`src/rtl/pixel_stream_packer_pkg.sv`:
```
// Shared definitions for the pixel stream packer.
//   state_t      : packer FSM states (IDLE / ACTIVE / DONE)
//   PIX_W        : width of one input pixel
//   WORD_W       : width of one packed output word
//   PIX_PER_WORD : pixels packed into one output word
package pixel_stream_packer_pkg;

  localparam int PIX_W        = 8;
  localparam int WORD_W       = 32;
  localparam int PIX_PER_WORD = 4;

  typedef enum logic [1:0] {
    ST_IDLE   = 2'd0,
    ST_ACTIVE = 2'd1,
    ST_DONE   = 2'd2
  } state_t;

endpackage

```
`src/rtl/packer_word_fifo.sv`:
```
// Synchronous word FIFO carrying data plus sof/eol tags.
// Ports:
//   sclk, rst_n        : clock (rising edge), asynchronous active-low reset
//   push_i, wdata_i,
//   wsof_i, weol_i     : write side; a push is taken when not full, or when
//                        full and a pop happens in the same cycle
//   pop_i              : read side; ignored while empty
//   rdata_o, rsof_o,
//   reol_o             : head entry, forced to 0 while empty
//   full_o, empty_o    : occupancy flags
module packer_word_fifo #(
  parameter int DEPTH = 4,
  parameter int W     = 32
) (
  input  logic         sclk,
  input  logic         rst_n,
  input  logic         push_i,
  input  logic [W-1:0] wdata_i,
  input  logic         wsof_i,
  input  logic         weol_i,
  input  logic         pop_i,
  output logic [W-1:0] rdata_o,
  output logic         rsof_o,
  output logic         reol_o,
  output logic         full_o,
  output logic         empty_o
);

  localparam int AW = $clog2(DEPTH);

  typedef struct packed {
    logic         sof;
    logic         eol;
    logic [W-1:0] data;
  } entry_t;

  entry_t      mem_q [DEPTH];
  entry_t      rd_entry;
  logic [AW:0] wr_ptr_q, rd_ptr_q;
  logic        do_push, do_pop;

  // Pointers carry one extra wrap bit to tell full from empty.
  assign empty_o = (wr_ptr_q == rd_ptr_q);
  assign full_o  = (wr_ptr_q[AW] != rd_ptr_q[AW]) &&
                   (wr_ptr_q[AW-1:0] == rd_ptr_q[AW-1:0]);

  assign do_pop  = pop_i && !empty_o;
  // A pop in the same cycle frees the slot, so a full FIFO still takes the push.
  assign do_push = push_i && (!full_o || do_pop);

  always_ff @(posedge sclk or negedge rst_n) begin
    if (!rst_n) begin
      wr_ptr_q <= '0;
      rd_ptr_q <= '0;
    end else begin
      if (do_push) wr_ptr_q <= wr_ptr_q + 1'b1;
      if (do_pop)  rd_ptr_q <= rd_ptr_q + 1'b1;
    end
  end

  always_ff @(posedge sclk) begin
    if (do_push) mem_q[wr_ptr_q[AW-1:0]] <= '{sof: wsof_i, eol: weol_i, data: wdata_i};
  end

  // Outputs are gated by empty so stale storage never shows, and so the
  // read side is all-zero straight out of reset.
  assign rd_entry = mem_q[rd_ptr_q[AW-1:0]];
  assign rdata_o  = empty_o ? '0   : rd_entry.data;
  assign rsof_o   = empty_o ? 1'b0 : rd_entry.sof;
  assign reol_o   = empty_o ? 1'b0 : rd_entry.eol;

endmodule

```
`src/rtl/pixel_stream_packer.sv`:
```
// Packs a stream of 8-bit pixels into 32-bit little-endian words (first pixel
// of a group in [7:0]) and queues them with frame/line tags for a downstream
// frame-buffer writer.
// Optional feature: define PACKER_OVF_CNT_EN to add the ovf_cnt port.
// Ports:
//   sclk, rst_n     : clock (rising edge), asynchronous active-low reset
//   pi_data/pi_flag : pixel input; pi_flag=0 cycles change nothing
//   out_ready       : downstream accepts the presented word
//   out_data/out_valid/out_sof/out_eol : packed word and its tags
//   frame_done      : one-cycle pulse after the last word of a frame is pushed
//   overflow        : sticky, a completed word was dropped on a full FIFO
//   ovf_cnt         : saturating count of dropped words (optional)
//   dbg_state_o     : current FSM state
// Handshake: a word transfers on a rising edge where out_valid=1 and
// out_ready=1; while out_valid=1 and out_ready=0 out_data/out_sof/out_eol hold.
module pixel_stream_packer
  import pixel_stream_packer_pkg::*;
#(
  parameter int COL_NUM    = 320,
  parameter int ROW_NUM    = 720,
  parameter int FIFO_DEPTH = 4
) (
  input  logic              sclk,
  input  logic              rst_n,
  input  logic [PIX_W-1:0]  pi_data,
  input  logic              pi_flag,
  input  logic              out_ready,
  output logic [WORD_W-1:0] out_data,
  output logic              out_valid,
  output logic              out_sof,
  output logic              out_eol,
  output logic              frame_done,
  output logic              overflow,
`ifdef PACKER_OVF_CNT_EN
  output logic [15:0]       ovf_cnt,
`endif
  output state_t            dbg_state_o
);

  localparam int COL_W  = (COL_NUM > 1) ? $clog2(COL_NUM) : 1;
  localparam int ROW_W  = (ROW_NUM > 1) ? $clog2(ROW_NUM) : 1;
  localparam int PACK_W = PIX_W * (PIX_PER_WORD - 1);

  logic [COL_W-1:0]  col_d, col_q;
  logic [ROW_W-1:0]  row_d, row_q;
  logic [PACK_W-1:0] pack_d, pack_q;
  logic              ovf_d, ovf_q;
  state_t            state_d, state_q;

  logic [1:0]        lane;
  logic              col_last, row_last;
  logic              word_done, frame_last;
  logic              word_sof, word_eol;
  logic [WORD_W-1:0] word;
  logic              fifo_pop, fifo_full, fifo_empty, drop;

  // COL_NUM is a multiple of 4, so the low column bits are the lane index.
  assign lane       = col_q[1:0];
  assign col_last   = (col_q == COL_W'(COL_NUM - 1));
  assign row_last   = (row_q == ROW_W'(ROW_NUM - 1));
  assign word_done  = pi_flag && (lane == 2'(PIX_PER_WORD - 1));
  assign frame_last = word_done && col_last && row_last;

  // Tags are evaluated when the 4th pixel arrives: the sof word ends at
  // (row 0, col 3) and the eol word ends at the last column.
  assign word_sof   = (row_q == '0) && (col_q == COL_W'(PIX_PER_WORD - 1));
  assign word_eol   = col_last;
  assign word       = {pi_data, pack_q};

  assign fifo_pop   = out_valid && out_ready;
  // Dropped words still advance the counters; only the FIFO write is lost.
  assign drop       = word_done && fifo_full && !fifo_pop;

  // Column/row counters and pack register.
  always_comb begin
    col_d  = col_q;
    row_d  = row_q;
    pack_d = pack_q;
    if (pi_flag) begin
      if (col_last) begin
        col_d = '0;
        row_d = row_last ? '0 : row_q + 1'b1;
      end else begin
        col_d = col_q + 1'b1;
      end
      if (lane != 2'd3) pack_d[lane*PIX_W +: PIX_W] = pi_data;
    end
  end

  assign ovf_d = ovf_q | drop;

  always_ff @(posedge sclk or negedge rst_n) begin
    if (!rst_n) begin
      col_q  <= '0;
      row_q  <= '0;
      pack_q <= '0;
      ovf_q  <= 1'b0;
    end else begin
      col_q  <= col_d;
      row_q  <= row_d;
      pack_q <= pack_d;
      ovf_q  <= ovf_d;
    end
  end

`ifdef PACKER_OVF_CNT_EN
  logic [15:0] ovf_cnt_q;

  always_ff @(posedge sclk or negedge rst_n) begin
    if (!rst_n)                        ovf_cnt_q <= '0;
    else if (drop && ovf_cnt_q != '1)  ovf_cnt_q <= ovf_cnt_q + 1'b1;
  end

  assign ovf_cnt = ovf_cnt_q;
`endif

  // FSM: state register.
  always_ff @(posedge sclk or negedge rst_n) begin
    if (!rst_n) state_q <= ST_IDLE;
    else        state_q <= state_d;
  end

  // FSM: next state. A pixel arriving in DONE is pixel (0,0) of the next frame.
  always_comb begin
    state_d = state_q;
    unique case (state_q)
      ST_IDLE:   if (pi_flag) state_d = ST_ACTIVE;
      ST_ACTIVE: if (frame_last) state_d = ST_DONE;
      ST_DONE:   state_d = pi_flag ? ST_ACTIVE : ST_IDLE;
      default:   state_d = ST_IDLE;
    endcase
  end

  // FSM: outputs.
  always_comb begin
    frame_done = (state_q == ST_DONE);
  end

  assign dbg_state_o = state_q;

  packer_word_fifo #(
    .DEPTH (FIFO_DEPTH),
    .W     (WORD_W)
  ) u_fifo (
    .sclk    (sclk),
    .rst_n   (rst_n),
    .push_i  (word_done),
    .wdata_i (word),
    .wsof_i  (word_sof),
    .weol_i  (word_eol),
    .pop_i   (fifo_pop),
    .rdata_o (out_data),
    .rsof_o  (out_sof),
    .reol_o  (out_eol),
    .full_o  (fifo_full),
    .empty_o (fifo_empty)
  );

  assign out_valid = !fifo_empty;
  assign overflow  = ovf_q;

endmodule

```
`config.mk`:
```
export PLATFORM = sky130hd
export DESIGN_NAME = pixel_stream_packer
export DESIGN_NICKNAME = d
export VERILOG_FILES = /design/src/rtl/pixel_stream_packer_pkg.sv /design/src/rtl/packer_word_fifo.sv /design/src/rtl/pixel_stream_packer.sv
export SDC_FILE = /design/constraint.sdc
export NUM_CORES = 1
export LEC_CHECK = 0
export CAP_MARGIN = 20
export CORE_MARGIN = 2
export CORE_UTILIZATION = 45
export CTS_CLUSTER_SIZE = 28
export DETAILED_ROUTE_END_ITERATION = 10
export GPL_TIMING_DRIVEN = 1
export HOLD_SLACK_MARGIN = 0.1
export PLACE_DENSITY_LB_ADDON = 0.3
export SYNTH_ARGS = -nofsm -noshare
export SYNTH_HDL_FRONTEND = slang
export SYNTH_SLANG_ARGS = --single-unit
```
`constraint.sdc`:
```
create_clock -name sclk -period 2.45 [get_ports sclk]
set_clock_uncertainty 0.1 [all_clocks]
set_input_delay 0.3675 -clock sclk [delete_from_list [all_inputs] [get_ports sclk]]
set_output_delay 0.3675 -clock sclk [all_outputs]
set_load 0.05 [all_outputs]
```
# Yosys cells after proc, flatten, opt, wreduce, memory -nomap -nowiden
# Memory sizes are Yosys's and may differ from the RTL's.
# Index checks and enable logic that the tools add are counted.
op_classes:
  n_bitwise: 1
  shifts: 2
  addsub: 5
  n_mux: 12
  eq_ne: 12
  n_reduce_logical: 19
op_table:
  columns: ["op", "count"]
  rows:
  - ["negation 5 -> 34 bit", 1]
  - ["variable shift 8 x 34 -> 24 bit, first input constant", 1]
  - ["variable part select 8 x 34 -> 24 bit", 1]
  - ["2-to-1 mux 32 bit", 1]
  - ["bitwise mux 24 bit", 1]
  - ["adder 10 x 1 -> 10 bit, second input constant", 1]
  - ["equality test 10 bit, second input constant", 1]
  - ["logical AND 1 bit", 10]
  - ["zero test 10 bit", 1]
  - ["2-to-1 mux 10 bit", 1]
  - ["adder 9 x 1 -> 9 bit, second input constant", 1]
  - ["equality test 9 x 2 -> 1 bit, second input constant", 1]
  - ["equality test 9 bit, second input constant", 1]
  - ["2-to-1 mux 9 bit", 1]
  - ["adder 3 x 1 -> 3 bit, second input constant", 2]
  - ["!= test 2 bit, second input constant", 3]
  - ["one-hot mux 2 bit (3 select lines)", 1]
  - ["AND reduction 2 bit", 3]
  - ["2-to-1 mux 1 bit", 5]
  - ["equality test 2 bit, second input constant", 2]
  - ["2-to-1 mux 2 bit", 2]
  - ["equality test 3 bit", 1]
  - ["zero test 1 bit", 3]
  - ["equality test 2 x 1 -> 1 bit, second input constant", 1]
  - ["other kinds (5)", 5]
totals:
  mem_count: 1
  input_bits: 12
  ff_bits: 52
  ram_bits: 136
  output_inout_bits: 39
memory_table:
  columns: ["name", "depth", "width", "rd", "rd_clocked_by_memory_dff", "write_ports", "line", "source"]
  rows:
  - ["u_fifo.mem_q", 4, 34, 1, 0, 1, "packer_word_fifo.sv:37", "entry_t mem_q [DEPTH];"]

# Logic depth before layout (Yosys ltp)
logic_depth:
  word_depth: 8
  mapped_depth: 6
  mapped_depth_nobuf: 5

# By module
# A second synthesis with hierarchy kept.
unflattened:
  cells_unflattened: 431
  hier_area_um2: 7727.4
by_module_without_submodules:
  columns: ["mod", "area_per_inst_um2", "instances", "cells_each"]
  rows:
  - ["packer_word_fifo", 5584.1, 1, 250]
  - ["pixel_stream_packer", 2143.3, 1, 181]

# Least setup slack after synthesis
# No wires, ideal clock.
synth_timing:
  kind: "register -> output"
  from: "register u_fifo.rd_ptr_q[0]"
  to: "output port out_data[22]"
  path_buffers: 3
  path_stages_with_launch: 7
  t_arrival_ps: 2134
  required_ps: 1982
  slack_ps: -151
  cell_sequence: "dfrtp_1 -> buf_2 -> xor2_1 -> or3_1 -> buf_2 -> clkbuf_1 -> and2_1"
synth_between:
  elab_chain_len: 2
  elab_cells_between_ends: 3
  classes_between: "eq/ne (1); mux (1); memory (1)"
synth_rtl:
  columns: ["element", "line", "source"]
  rows:
  - ["start, declared", "packer_word_fifo.sv:39", "logic [AW:0] wr_ptr_q, rd_ptr_q;"]
  - ["start signal, assigned", "packer_word_fifo.sv:57", "if (do_pop) rd_ptr_q <= rd_ptr_q + 1'b1;"]
  - ["memory (4 x 34 bit) / equality test 3 bit (equally long branches)", null, null]
  - ["2-to-1 mux 32 bit *", "packer_word_fifo.sv:68", "assign rdata_o = empty_o ? '0 : rd_entry.data;"]
  - ["end, declared", "pixel_stream_packer.sv:28", "output logic [WORD_W-1:0] out_data,"]
# Every way passes the cells marked *; elsewhere a longest branch is shown, timed or not.

# Worst setup path in the final report
layout_timing:
  from: "register u_fifo.rd_ptr_q[0]"
  to: "output port out_data[14]"
# The elaborated chain is that of the path after synthesis.

==> impl_metrics.yaml <==
run_status:
  status: "finished with violations"
  violations: "setup timing"
sta:
  slew_viol_final: 0
  setup_slack_ps: -47.9
  worst_pin_slew_ps: 727
  setup_viol: 23
  rsz0062_at_grt: "true"
  hold_viol_final: 0
  min_period_over_period_pct: 102
  max_freq_mhz: 400
  min_period_ps: 2500
  slew_headroom_pct: 51.1
drt:
  drtIter0Drc: 262
  dr.pass1.iters: 4
  wl_per_cell_um: 19.2
  drc: 0
  drt_wl_total_um: 14100
  routed-via-count: 3959
  final_antenna_net_count: 0
  viasPerCell: 5.41
final_layout:
  num-nets-final: 523
  multi_input_area_mm2: 0.00219
  antennaDiodeCount: 0
  layout_common_cells: "edfxtp_1, dfrtp_1, buf_12, mux4_2, a22o_1"
  final_common_cell: "edfxtp_1"
  fin_cells: 732
  n_fill_cell: 1231
  area_growth_pct: 25.1
  regArea_mm2: 0.00539
  drive_gt1_share_pct: 30.7
setup_path:
  worst-path-max-fanout: 13
  startpoint_type: "flop"
  crit_path_cell_trace: "buf_12 > mux4_2 > and2_1 > buf_12"
  worstSetupPathType: "reg2out"
  r2r-end: "u_fifo.mem_q[3][33]"
  cp_num_buf_inv: 2
  critPathArrivalTime_ps: 2030
  critPathRequiredTime_ps: 1980
  cp_common_cell: "buf_12"
  slowest_delay_ps: 550
  rr_worst_depth: 4
  timing.rr.start: "col_q[0]"
  r2r_setup_slack_ps: 240
  end_kind: "primary output"
  critical-path-top-delay-family: "multiplexers"
  slowest_stage: "mux4_2"
logic_synthesis:
  synth-seq-cells: 188
  ys_seq_area_share_pct: 70.5
  syn_area_mm2: 0.00763
  syn_nets: 449
  synth_ff_type: "edfxtp_1"
  synthArstFlopShare_pct: 27.7
  yosys.area.top_type: "edfxtp_1"
  synth.top_cell.area_share_pct: 53.5
  syn_avg_cell_area_um2: 18.0
  synth.area.top_cells: "edfxtp_1, dfrtp_1, mux4_2, and2_1, a22o_1"
  synth_cell_types: 48
  synth_edf_count: 136
  ys_warn_count: 0
  syn_inst: 425
power:
  comb_power_share_pct: 49.4
  seq_power_share_pct: 31.6
  p_leak_nw: 3.51
  p_total_mw: 13.5
  p_sw_share_pct: 36.0
  power_switching_mw: 4.86
  pwr_density_cell_mw_per_mm2: 1410
  clkPwrFrac_pct: 19.0
  p_int_mw: 8.64
  ir_drop_mv: 0.869
die:
  dieArea_mm2: 0.0180
  io_pins: 51
  start_util_pct: 46.0
  core_area_mm2: 0.0166
  num_rows: 47
  die-height_um: 134
  fp.dieW_um: 134
clock_tree:
  cts_root_buf: "clkbuf_16"
  cts_max_level: 4
  cts.path.max_buffers: 2
  cts_setup_buffers: 0
  cts_buffers: 17
  numClockSinks: 188
  cts.reportedPaths.clkPinSlew_ps: 70
  cts_tree: "yes"
  clk_latency_ps: 430
placed_design:
  dp_hpwl_um: 9300
  port_buffers: 50
  dp.cells: 699
  gp_congestion: 0.782
hold_path:
  hold_path.class: "in2async"
global_route:
  antenna_found_initial: 0
  grt_max_degree: 35
  grt_pass1_wl_um: 22400
  grt_pass1_vias: 4089
  track_usage_pct: 16.7
  grt_overflow_total: 0
job:
  drv_cap: 0
power groups by stage:
stage | combinational [mW] | sequential [mW] | clock [mW]
floorplan | 3.56 | 4.18 | 0
global placement | 6.35 | 4.27 | 0
detailed placement | 6.42 | 4.31 | 0
CTS | 6.52 | 4.25 | 2.63
global route | 6.96 | 4.31 | 2.76
finish | 6.67 | 4.26 | 2.57
area by class of cell:
type,instances,share of cell area (%)
clock buffers,20,4.68
clock inverters,12,1.18
inverters,9,0.354
multi-input cells,213,22.9
flip-flops and latches,188,56.4
well taps,220,2.88
repair buffers,70,11.6
flip-flops by register name (all words and copies together), names as in the netlist:
signal,count
u_fifo.mem_q,136
pack_q,24
row_q,10
col_q,9
u_fifo.rd_ptr_q,3
u_fifo.wr_ptr_q,3
dbg_state_o,2
overflow,1
worst max path at each step:
stage | from | to | slack, ps | cells past startpoint
2_1_floorplan | u_fifo.rd_ptr_q[1] | out_data[22] | 120 | 6
3_3_place_gp | out_ready | u_fifo.wr_ptr_q[2] | 210 | 5
3_5_place_dp | out_ready | u_fifo.wr_ptr_q[2] | 190 | 5
4_1_cts | u_fifo.rd_ptr_q[0] | out_sof | -70 | 4
5_1_grt | u_fifo.rd_ptr_q[0] | out_data[20] | -110 | 4
6_report | u_fifo.rd_ptr_q[0] | out_data[14] | -50 | 4
layer usage:
metal | up-vias | global-route usage, % | wire length, um
met5 | - | 0 | 0
met4 | 0 | 5.91 | 191
met3 | 14 | 4.31 | 724
met2 | 110 | 28.1 | 7260
met1 | 2030 | 21.1 | 5880
li1 | 1805 | - | -
per-stage QoR:
step / setup TNS, ps / instance area [um^2] / setup WS [ps] / hold WS, ps / util [%]
2_1_floorplan: 0 / 7640 / 120 / -28.1 / -
3_3_place_gp: 0 / 8890 / 213 / 317 / 53.6
3_5_place_dp: 0 / 8890 / 195 / 333 / 53.6
4_1_cts: -1540 / 9490 / -73.5 / 400 / 57.2
5_1_grt: -2730 / 9550 / -110 / 424 / 57.6
6_report: -619 / 9550 / -47.9 / 395 / 57.6
what timing repair did:
item | in CTS | in global routing
hold buffers | 1 | 0
pin swaps | 0 | 1
resized for setup | 8 | 21
hold endpoints to repair | 25 | 0
setup endpoints to repair | 29 | 34
kinds of logic (layout without fill, tap and decap cells):
logic type | count (synthesis) | after routing | synth area share (%)
compound gates | 37 | 37 | 3.93
xor+xnor | 19 | 19 | 2.18
fa+ha+maj | 12 | 12 | 1.97
buf+inv | 24 | 111 | 1.49
flops | 188 | 188 | 70.5
mux | 38 | 38 | 10.6
simple gates | 107 | 107 | 9.29
cell usage after synthesis, types with 3 or more instances:
master and n:
a22o_1 24, and2_1 40, buf_2 6, clkbuf_1 6, dfrtp_1 52, edfxtp_1 136, ha_1 12, inv_1 9
mux4_2 34, nand2_1 9, nand2_2 3, nand3_1 10, nand4_1 4, nor2_1 9, nor3_1 4, nor4_1 4
nor4b_2 3, o21ai_0 5, xnor2_1 12, xor2_1 7
Note: power is estimated with default switching activity, not from simulation.
